==> config.mk <==
export PLATFORM = sky130hd
export DESIGN_NAME = lsu_mem_stage
export DESIGN_NICKNAME = d
export VERILOG_FILES = /design/src/rtl/lsu_pkg.sv /design/src/rtl/lsu_align.sv /design/src/rtl/lsu_mem_stage.sv
export SDC_FILE = /design/constraint.sdc
export NUM_CORES = 1
export LEC_CHECK = 0
export CAP_MARGIN = 25
export CORE_ASPECT_RATIO = 1.5
export CORE_MARGIN = 2
export CORE_UTILIZATION = 39
export DETAILED_ROUTE_END_ITERATION = 10
export GPL_TIMING_DRIVEN = 0
export PLACE_DENSITY = 0.87
export SYNTH_ARGS = -nofsm -noshare
export SYNTH_HDL_FRONTEND = slang
export SYNTH_SLANG_ARGS = --single-unit
==> constraint.sdc <==
create_clock -name clk -period 5.98 [get_ports clk]
set_input_delay 1.196 -clock clk [delete_from_list [all_inputs] [get_ports clk]]
set_output_delay 1.196 -clock clk [all_outputs]
set_load 0.02 [all_outputs]
==> src/rtl/lsu_pkg.sv <==
`default_nettype none
// ============================================================================
// Module   : lsu_pkg
// Brief    : Shared funct3 codes, FSM state encoding and byte-enable constants
//            for the LSU memory stage.
// Revision : 1.0 - initial release
// ============================================================================
package lsu_pkg;

  localparam logic [2:0] F3_LB  = 3'b000;
  localparam logic [2:0] F3_LH  = 3'b001;
  localparam logic [2:0] F3_LW  = 3'b010;
  localparam logic [2:0] F3_LBU = 3'b100;
  localparam logic [2:0] F3_LHU = 3'b101;

  localparam logic [3:0] BE_BYTE    = 4'b0001;
  localparam logic [3:0] BE_HALF_LO = 4'b0011;
  localparam logic [3:0] BE_HALF_HI = 4'b1100;
  localparam logic [3:0] BE_WORD    = 4'b1111;

  typedef enum logic [1:0] {
    S_IDLE   = 2'd0,
    S_WAIT_R = 2'd1,
    S_RESP   = 2'd2
  } lsu_state_e;

endpackage
`default_nettype wire

==> src/rtl/lsu_align.sv <==
`default_nettype none
// ============================================================================
// Module   : lsu_align
// Brief    : Combinational store lane steering, load extract/extend and
//            misaligned / reserved-funct3 fault detection.
// Revision : 1.0 - initial release
// ============================================================================
module lsu_align
  import lsu_pkg::*;
(
  input  logic [2:0]  funct3_i,
  input  logic        is_store_i,
  input  logic [1:0]  addr_lo_i,
  input  logic [31:0] rs2_i,
  input  logic [2:0]  hold_f3_i,
  input  logic [1:0]  hold_off_i,
  input  logic [31:0] word_i,
  output logic [3:0]  be_o,
  output logic [31:0] wdata_o,
  output logic        fault_o,
  output logic [31:0] rdata_o
);

  logic       w_reserved;
  logic       w_misaligned;
  logic [7:0] w_byte;
  logic [15:0] w_half;

  always_comb begin
    case (funct3_i[1:0])
      2'b01:   w_misaligned = addr_lo_i[0];
      2'b10:   w_misaligned = |addr_lo_i;
      default: w_misaligned = 1'b0;
    endcase
    if (is_store_i) w_reserved = !(funct3_i inside {F3_LB, F3_LH, F3_LW});
    else            w_reserved = !(funct3_i inside {F3_LB, F3_LH, F3_LW, F3_LBU, F3_LHU});
    fault_o = w_reserved | w_misaligned;
  end

  // Loads reuse the same lane pattern so the bus sees the bytes being read.
  always_comb begin
    case (funct3_i[1:0])
      2'b00: begin
        be_o    = BE_BYTE << addr_lo_i;
        wdata_o = {4{rs2_i[7:0]}};
      end
      2'b01: begin
        be_o    = addr_lo_i[1] ? BE_HALF_HI : BE_HALF_LO;
        wdata_o = {2{rs2_i[15:0]}};
      end
      default: begin
        be_o    = BE_WORD;
        wdata_o = rs2_i;
      end
    endcase
  end

  always_comb begin
    case (hold_off_i)
      2'd0:    w_byte = word_i[7:0];
      2'd1:    w_byte = word_i[15:8];
      2'd2:    w_byte = word_i[23:16];
      default: w_byte = word_i[31:24];
    endcase
    w_half = hold_off_i[1] ? word_i[31:16] : word_i[15:0];
    case (hold_f3_i)
      F3_LB:   rdata_o = {{24{w_byte[7]}}, w_byte};
      F3_LBU:  rdata_o = {24'd0, w_byte};
      F3_LH:   rdata_o = {{16{w_half[15]}}, w_half};
      F3_LHU:  rdata_o = {16'd0, w_half};
      default: rdata_o = word_i;
    endcase
  end

endmodule
`default_nettype wire

==> src/rtl/lsu_mem_stage.sv <==
`default_nettype none
// ============================================================================
// Module   : lsu_mem_stage
// Brief    : M-stage load/store controller with req/gnt/rvalid data bus.
//            Optional wait timeout compiled in with LSU_TIMEOUT_EN.
// Revision : 1.0 - initial release
// ============================================================================
module lsu_mem_stage
  import lsu_pkg::*;
#(
  parameter int TIMEOUT_CYCLES = 255
) (
  input  logic        clk,
  input  logic        reset,
  input  logic        MemReadM,
  input  logic        MemWriteM,
  input  logic [2:0]  Funct3M,
  input  logic [31:0] ALUResultM,
  input  logic [31:0] WriteDataM,
  output logic [31:0] ReadDataM,
  output logic        Stall_M,
  output logic        FaultM,
  output logic        dmem_req,
  output logic        dmem_we,
  output logic [31:0] dmem_addr,
  output logic [3:0]  dmem_be,
  output logic [31:0] dmem_wdata,
  input  logic        dmem_gnt,
  input  logic        dmem_rvalid,
  input  logic [31:0] dmem_rdata
);

  lsu_state_e  state_q, state_d;
  logic [2:0]  f3_q, f3_d;
  logic [1:0]  off_q, off_d;
  logic [31:0] data_q, data_d;

  logic        w_access;
  logic        w_fault;
  logic        w_legal;
  logic        w_timeout;
  logic [3:0]  w_be;
  logic [31:0] w_wdata;
  logic [31:0] w_rdata;

  assign w_access = MemReadM | MemWriteM;
  assign w_legal  = w_access & ~w_fault;

  lsu_align u_align (
    .funct3_i   (Funct3M),
    .is_store_i (MemWriteM),
    .addr_lo_i  (ALUResultM[1:0]),
    .rs2_i      (WriteDataM),
    .hold_f3_i  (f3_q),
    .hold_off_i (off_q),
    .word_i     (data_q),
    .be_o       (w_be),
    .wdata_o    (w_wdata),
    .fault_o    (w_fault),
    .rdata_o    (w_rdata)
  );

`ifdef LSU_TIMEOUT_EN
  localparam int CNT_W = ($clog2(TIMEOUT_CYCLES + 1) > 8) ? $clog2(TIMEOUT_CYCLES + 1) : 8;
  logic [CNT_W-1:0] cnt_q, cnt_d;

  assign w_timeout = (cnt_q == CNT_W'(TIMEOUT_CYCLES));

  always_comb begin
    cnt_d = '0;
    if (!w_timeout) begin
      if (state_q == S_IDLE && w_legal && !dmem_gnt)      cnt_d = cnt_q + 1'b1;
      else if (state_q == S_WAIT_R && !dmem_rvalid)       cnt_d = cnt_q + 1'b1;
    end
  end

  always_ff @(posedge clk or negedge reset) begin
    if (!reset) cnt_q <= '0;
    else        cnt_q <= cnt_d;
  end
`else
  logic w_unused_cfg;
  assign w_unused_cfg = |TIMEOUT_CYCLES;
  assign w_timeout    = 1'b0;
`endif

  always_ff @(posedge clk or negedge reset) begin
    if (!reset) begin
      state_q <= S_IDLE;
      f3_q    <= '0;
      off_q   <= '0;
      data_q  <= '0;
    end else begin
      state_q <= state_d;
      f3_q    <= f3_d;
      off_q   <= off_d;
      data_q  <= data_d;
    end
  end

  always_comb begin
    state_d    = state_q;
    f3_d       = f3_q;
    off_d      = off_q;
    data_d     = data_q;
    ReadDataM  = '0;
    Stall_M    = 1'b0;
    FaultM     = 1'b0;
    dmem_req   = 1'b0;
    dmem_we    = 1'b0;
    dmem_addr  = '0;
    dmem_be    = '0;
    dmem_wdata = '0;
    case (state_q)
      S_IDLE: begin
        if (w_access && (w_fault || w_timeout)) begin
          FaultM = 1'b1;
        end else if (w_legal) begin
          dmem_req   = 1'b1;
          dmem_we    = MemWriteM;
          dmem_addr  = {ALUResultM[31:2], 2'b00};
          dmem_be    = w_be;
          dmem_wdata = MemWriteM ? w_wdata : '0;
          if (!dmem_gnt) begin
            Stall_M = 1'b1;
          end else if (!MemWriteM) begin
            Stall_M = 1'b1;
            f3_d    = Funct3M;
            off_d   = ALUResultM[1:0];
            state_d = S_WAIT_R;
          end
        end
      end
      S_WAIT_R: begin
        if (w_timeout) begin
          FaultM  = 1'b1;
          state_d = S_IDLE;
        end else begin
          Stall_M = 1'b1;
          if (dmem_rvalid) begin
            data_d  = dmem_rdata;
            state_d = S_RESP;
          end
        end
      end
      S_RESP: begin
        ReadDataM = w_rdata;
        state_d   = S_IDLE;
      end
      default: state_d = S_IDLE;
    endcase
    // Outputs stay quiet for the whole time reset is held, whatever the inputs.
    if (!reset) begin
      ReadDataM  = '0;
      Stall_M    = 1'b0;
      FaultM     = 1'b0;
      dmem_req   = 1'b0;
      dmem_we    = 1'b0;
      dmem_addr  = '0;
      dmem_be    = '0;
      dmem_wdata = '0;
    end
  end

endmodule
`default_nettype wire

; Yosys cells after proc, flatten, opt, wreduce, memory -nomap -nowiden
; Index checks and enable logic that the tools add are counted.
[word_totals]
regBits = 39
input_bits = 105
output_inout_bits = 104
wordCells = 89
[classes]
n_eq_ne = 18
shift = 1
muxes = 46
n_bitwise = 6
n_reduce_logical = 14
[op_table]
columns = operator, count
row1 = 32-bit two-way mux, 11
row2 = 32-bit case mux with 4 select lines, 1
row3 = 32-bit case mux with 2 select lines, 1
row4 = 8-bit case mux with 3 select lines, 1
row5 = 4-bit two-way mux, 5
row6 = 1-bit two-way mux, 17
row7 = 16-bit two-way mux, 1
row8 = 3-bit == test (second input constant), 4
row9 = 2-bit two-way mux, 5
row10 = 2-bit inequality test (second input constant), 5
row11 = 5-bit AND reduction, 2
row12 = 4-bit case mux with 2 select lines, 1
row13 = 2-bit by 1-bit == test with 1-bit output (second input constant), 3
row14 = 2-bit == test (second input constant), 3
row15 = 3-bit by 1-bit == test with 1-bit output (second input constant), 2
row16 = 2-bit logical NOT, 3
row17 = 3-bit logical NOT, 2
row18 = 5-bit nonzero test, 1
row19 = 1-bit case mux with 2 select lines, 2
row20 = 2-bit case mux with 2 select lines, 1
row21 = 1-bit by 2-bit << shifter with 4-bit output (first input constant), 1
row22 = 3-bit by 2-bit == test with 1-bit output (second input constant), 1
row23 = 1-bit NOT, 3
row24 = 3-bit nonzero test, 1
row25 = 6 further kinds, 8

; Depth between registers and ports, before layout
[depth]
depth_word = 11
mapped_depth = 8
mapped_depth_nobuf = 6

; Modules after synthesis
; From an unflattened synthesis, not the netlist that was laid out.
[unflattened]
hier_cells = 410
area_unflattened_um2 = 3724.8
[modules_own_cells]
columns = mod, instances, cells_per_inst, area_each_um2, seq_area_each_um2
row1 = lsu_mem_stage, 1, 206, 2217.1, 975.9
row2 = lsu_align, 1, 204, 1507.7, 0.0

; Least setup slack after synthesis
; No wires, ideal clock.
[synth_path]
kind = input -> output
startpoint = input Funct3M[0]
endpoint = output dmem_wdata[28]
arrival_ns = 2.723
required_ns = 4.784
path_slack_ns = 2.061
stages = 8
n_path_buf = 2
cell_sequence = inv_1 -> ha_1 -> o211ai_1 -> and3b_1 -> clkbuf_1 -> nand2_1 -> buf_2 -> a31oi_1
[synth_between]
elab_chain_cells = 11
word_cells_on_any_way = 24
classes_between = eq/ne: 6 / mux: 8 / bitwise: 3 / reduce/logical: 7
[synth_rtl]
columns = item, line_no
row1 = from (decl), lsu_mem_stage.sv:17  ; input logic [2:0] Funct3M,
row2 = "3-bit by 1-bit == test with 1-bit output, or another cell as far along", "lsu_align.sv:35, lsu_align.sv:36"
row3 = 5-bit nonzero test / 3-bit nonzero test (equally long branches), "lsu_align.sv:36, lsu_align.sv:35"
row4 = 1-bit logical NOT (on tied branches), "lsu_align.sv:36, lsu_align.sv:35"
row5 = 1-bit two-way mux, lsu_align.sv:35  ; if (is_store_i) w_reserved = !(funct3_i inside {F3_LB, F3_LH, F3_LW});
row6 = 1-bit OR, lsu_align.sv:37  ; fault_o = w_reserved | w_misaligned;
row7 = 1-bit NOT, lsu_mem_stage.sv:47  ; assign w_legal = w_access & ~w_fault;
row8 = 1-bit bitwise AND, lsu_mem_stage.sv:47
row9 = 32-bit two-way mux, lsu_mem_stage.sv:118  ; end else if (w_legal) begin
row10 = 32-bit two-way mux *, lsu_mem_stage.sv:116  ; if (w_access && (w_fault || w_timeout)) begin
row11 = 32-bit two-way mux *, lsu_mem_stage.sv:114  ; case (state_q)
row12 = 32-bit two-way mux *, lsu_mem_stage.sv:153  ; if (!reset) begin
row13 = to (decl), lsu_mem_stage.sv:27  ; output logic [31:0] dmem_wdata,
; Mark *: on every way between the ends. The rest lies on a longest branch, timed or not.

; Final worst setup path
[layout_path]
startpoint = input Funct3M[0]
endpoint = output dmem_wdata[15]
; Same word-level chain as after synthesis.

==> metrics.yaml <==
status:
  outcome: "completed"
critical_path:
  crit_end: "dmem_wdata[15]"
  cp-start-kind: "input port"
  endpoint_kind: "output port"
  critPathKind: "in -> out"
  required_ns: 4.78
  r2r-start: "state_q[1]"
  cp_max_fo: 10
  critPathMaxStageDelay_ns: 0.69
  cp.buffers_inverters: 5
  rr_worst_depth: 6
  cp_cell_sequence: "clkdlybuf4s50_1 > inv_1 > ha_1 > o211ai_1 > and3b_1 > clkbuf_1 > nand2_1 > buf_2 > a21oi_1 > clkdlybuf4s50_1"
  ff2ff_setup_slack_ns: 4.16
  cpMaxStageDelayCell: "clkdlybuf4s50_1"
  crit_cells: 10
  cp-startpoint: "Funct3M[0]"
  crit_family: "buffers and inverters"
  cp_data_arrival_time_ns: 4.17
  regToRegEndpoint: "data_q[27]"
  path_common_cell: "clkdlybuf4s50_1"
cts:
  cts_tree: "done"
  cts_buffers: 5
  h-tree-depth: 2
  cts-root-buf: "clkbuf_16"
  cts.reportedPaths.clkPinSlew_ns: 0.05
  clock_latency_ns: 0.28
  clkSinkCount: 39
  ctsResizeCount: 0
  postCtsSetupRepairBufs: 0
  hold_buffers: 0
  cts.path.max_buffers: 2
routing:
  wire_per_inst_um: 17.7
  vias: 3830
  vias_per_cell: 5.30
  initialDrtViolationCount: 365
  routed_wl_um: 12800
  drc: 0
  dr.pass1.iters: 5
  antenna_left: 0
power:
  p_leak_nw: 2.32
  combPwrFrac: 0.442
  power_frac_seq: 0.358
  p_int_uw: 781
  powerDensity_nw_per_um2: 234
  ir_drop_uv: 120
  power.switching_uw: 487
  p_sw_frac: 0.384
  power_frac_clock: 0.200
yosys:
  avgSynthCellArea_um2: 7.62
  ys_seq_area_frac: 0.316
  yosys_register_bits: 39
  synth_cells: 406
  async_reset_ff_frac: 1.00
  synth_flop_cell: "dfrtp_1"
  ys_types: 46
  syn_area_um2: 3090
  synth-warning-count: 0
  synth_edf_count: 0
die:
  rows: 39
  start_util: 0.404
  io-pin-count: 209
  chipWidth_um: 76.7
  die_height_um: 113
  dieArea_um2: 8670
  core_um2: 7660
cells_and_area:
  final_cell_mix: "204 x clkdlybuf4s50_1, 97 x nand2_1, 39 x dfrtp_1"
  layout_commonest_cell: "clkdlybuf4s50_1"
  drive_above_1_share: 0.0950
  fin_util: 0.709
  fin_cells: 723
  final_cell_area_um2: 5430
  fillers: 645
  nNetsFinal: 729
  diodes: 0
  syn_to_final_growth_pct: 75.5
global_routing:
  grt-ovfl-total: 0
  grt_pass1_wl_um: 19600
  grt_use_total: 0.288
  grt_max_degree: 41
  grt_pass1_vias: 3904
  antenna_found_initial: 0
run:
  cap_violations: 0
sta:
  slew_headroom: 0.646
  maxSlewViolCount: 0
  rsz0062_at_grt: "no"
  finalCritPeriodShare: 0.897
  setup_violations: 0
  fin_skew_ns: 0.00728
  hold_violations: 0
  max_freq_mhz: 186
  layout_min_cycle_time_ns: 5.36
  worst_pin_slew_ns: 0.531
  fin_ws_ns: 0.618
placement:
  dp_cells: 715
  portBuffers: 205
  place_area_um2: 5290
  place_ws_ns: 0.642
  place_congestion: 0.967
  hpwlAfterDp_um: 10900
min_path:
  hold_class: "reg -> reg"
[sequential cells by signal, summed over array words and instances, names as in the netlist]
register / flops
state_q: 2
off_q: 2
f3_q: 3
data_q: 32
[through the flow]
stage               hold slack [ns]  setup TNS, ns  total power, mW
floorplan                     0.480              0            0.764
global placement              0.498          -8.03            0.992
detailed placement            0.501              0             1.01
CTS                           0.513              0             1.26
global route                  0.525              0             1.34
finish                        0.511              0             1.27
[cell usage after synthesis (2+ instances only)]
cell type,n,area [um2]
buf_2,10,50.1
dfrtp_1,39,976
a21oi_1,34,170
and3_1,8,50.1
nor2_1,19,71.3
nand3_1,15,75.1
nand3b_1,2,15.0
nand2b_1,2,12.5
nor3_1,2,10.0
a31oi_1,8,50.1
buf_4,2,15.0
and3b_1,2,17.5
buf_6,2,22.5
o221a_2,6,67.6
nand2_1,97,364
a32oi_1,6,52.6
nor2b_1,5,31.3
inv_1,21,78.8
mux2i_1,2,20.0
clkbuf_1,18,67.6
ha_1,4,50.1
and2_1,31,194
mux2_2,23,259
o21ai_0,17,85.1
a221oi_1,8,70.1
o21a_1,2,15.0
a21boi_0,2,15.0
[routing by layer]
| metal | GRT usage | vias to the layer above | routed length (um) |
|---|---|---|---|
| met2 | 0.562 | 206 | 6990 |
| met3 | 0.0518 | 35 | 966 |
| met4 | 0.107 | 0 | 422 |
| li1 | - | 1817 | - |
| met5 | 0 | - | 0 |
| met1 | 0.302 | 1772 | 4410 |
[layout make-up]
cell class	count	area, um2	area share
inverter	21	78.8	0.0145
buffer	33	159	0.0293
clock inverter	1	5.00	0.000922
multi-input combinational	314	1880	0.347
timing repair buffer	206	2070	0.381
clock buffer	7	133	0.0244
tap	102	128	0.0235
sequential	39	976	0.180
[worst min-delay path by stage]
| stage | cells after the start | end | startpoint | slack [ns] |
|---|---|---|---|---|
| floorplan | 1 | data_q[6] | data_q[6] | 0.48 |
| global placement | 1 | data_q[6] | data_q[6] | 0.50 |
| CTS | 1 | data_q[2] | data_q[2] | 0.51 |
| detailed placement | 1 | data_q[2] | data_q[2] | 0.50 |
| finish | 1 | data_q[2] | data_q[2] | 0.51 |
| global route | 1 | data_q[2] | data_q[2] | 0.52 |
[kinds of logic (layout without fill, tap and decap cells)]
| group | Yosys count | count (layout) | synth area share |
|---|---|---|---|
| AO/OA/AOI/OAI | 91 | 91 | 0.195 |
| adder cells (fa/ha/maj) | 4 | 4 | 0.0162 |
| buffers and inverters | 54 | 268 | 0.0769 |
| flip-flops | 39 | 39 | 0.316 |
| multiplexers | 26 | 26 | 0.0975 |
| other | 1 | 2 | 0.00121 |
| AND/OR/NAND/NOR | 191 | 191 | 0.297 |
[power groups by stage]
stage                     logic [mW]  clock network [mW]  registers [mW]
after detailed placement       0.551                   0           0.457
after global placement         0.540                   0           0.452
after floorplan                0.346                   0           0.418
after CTS                      0.555               0.253           0.452
final                          0.560               0.254           0.454
after global routing           0.609               0.264           0.463
Note: power is estimated with default switching activity, not from simulation.
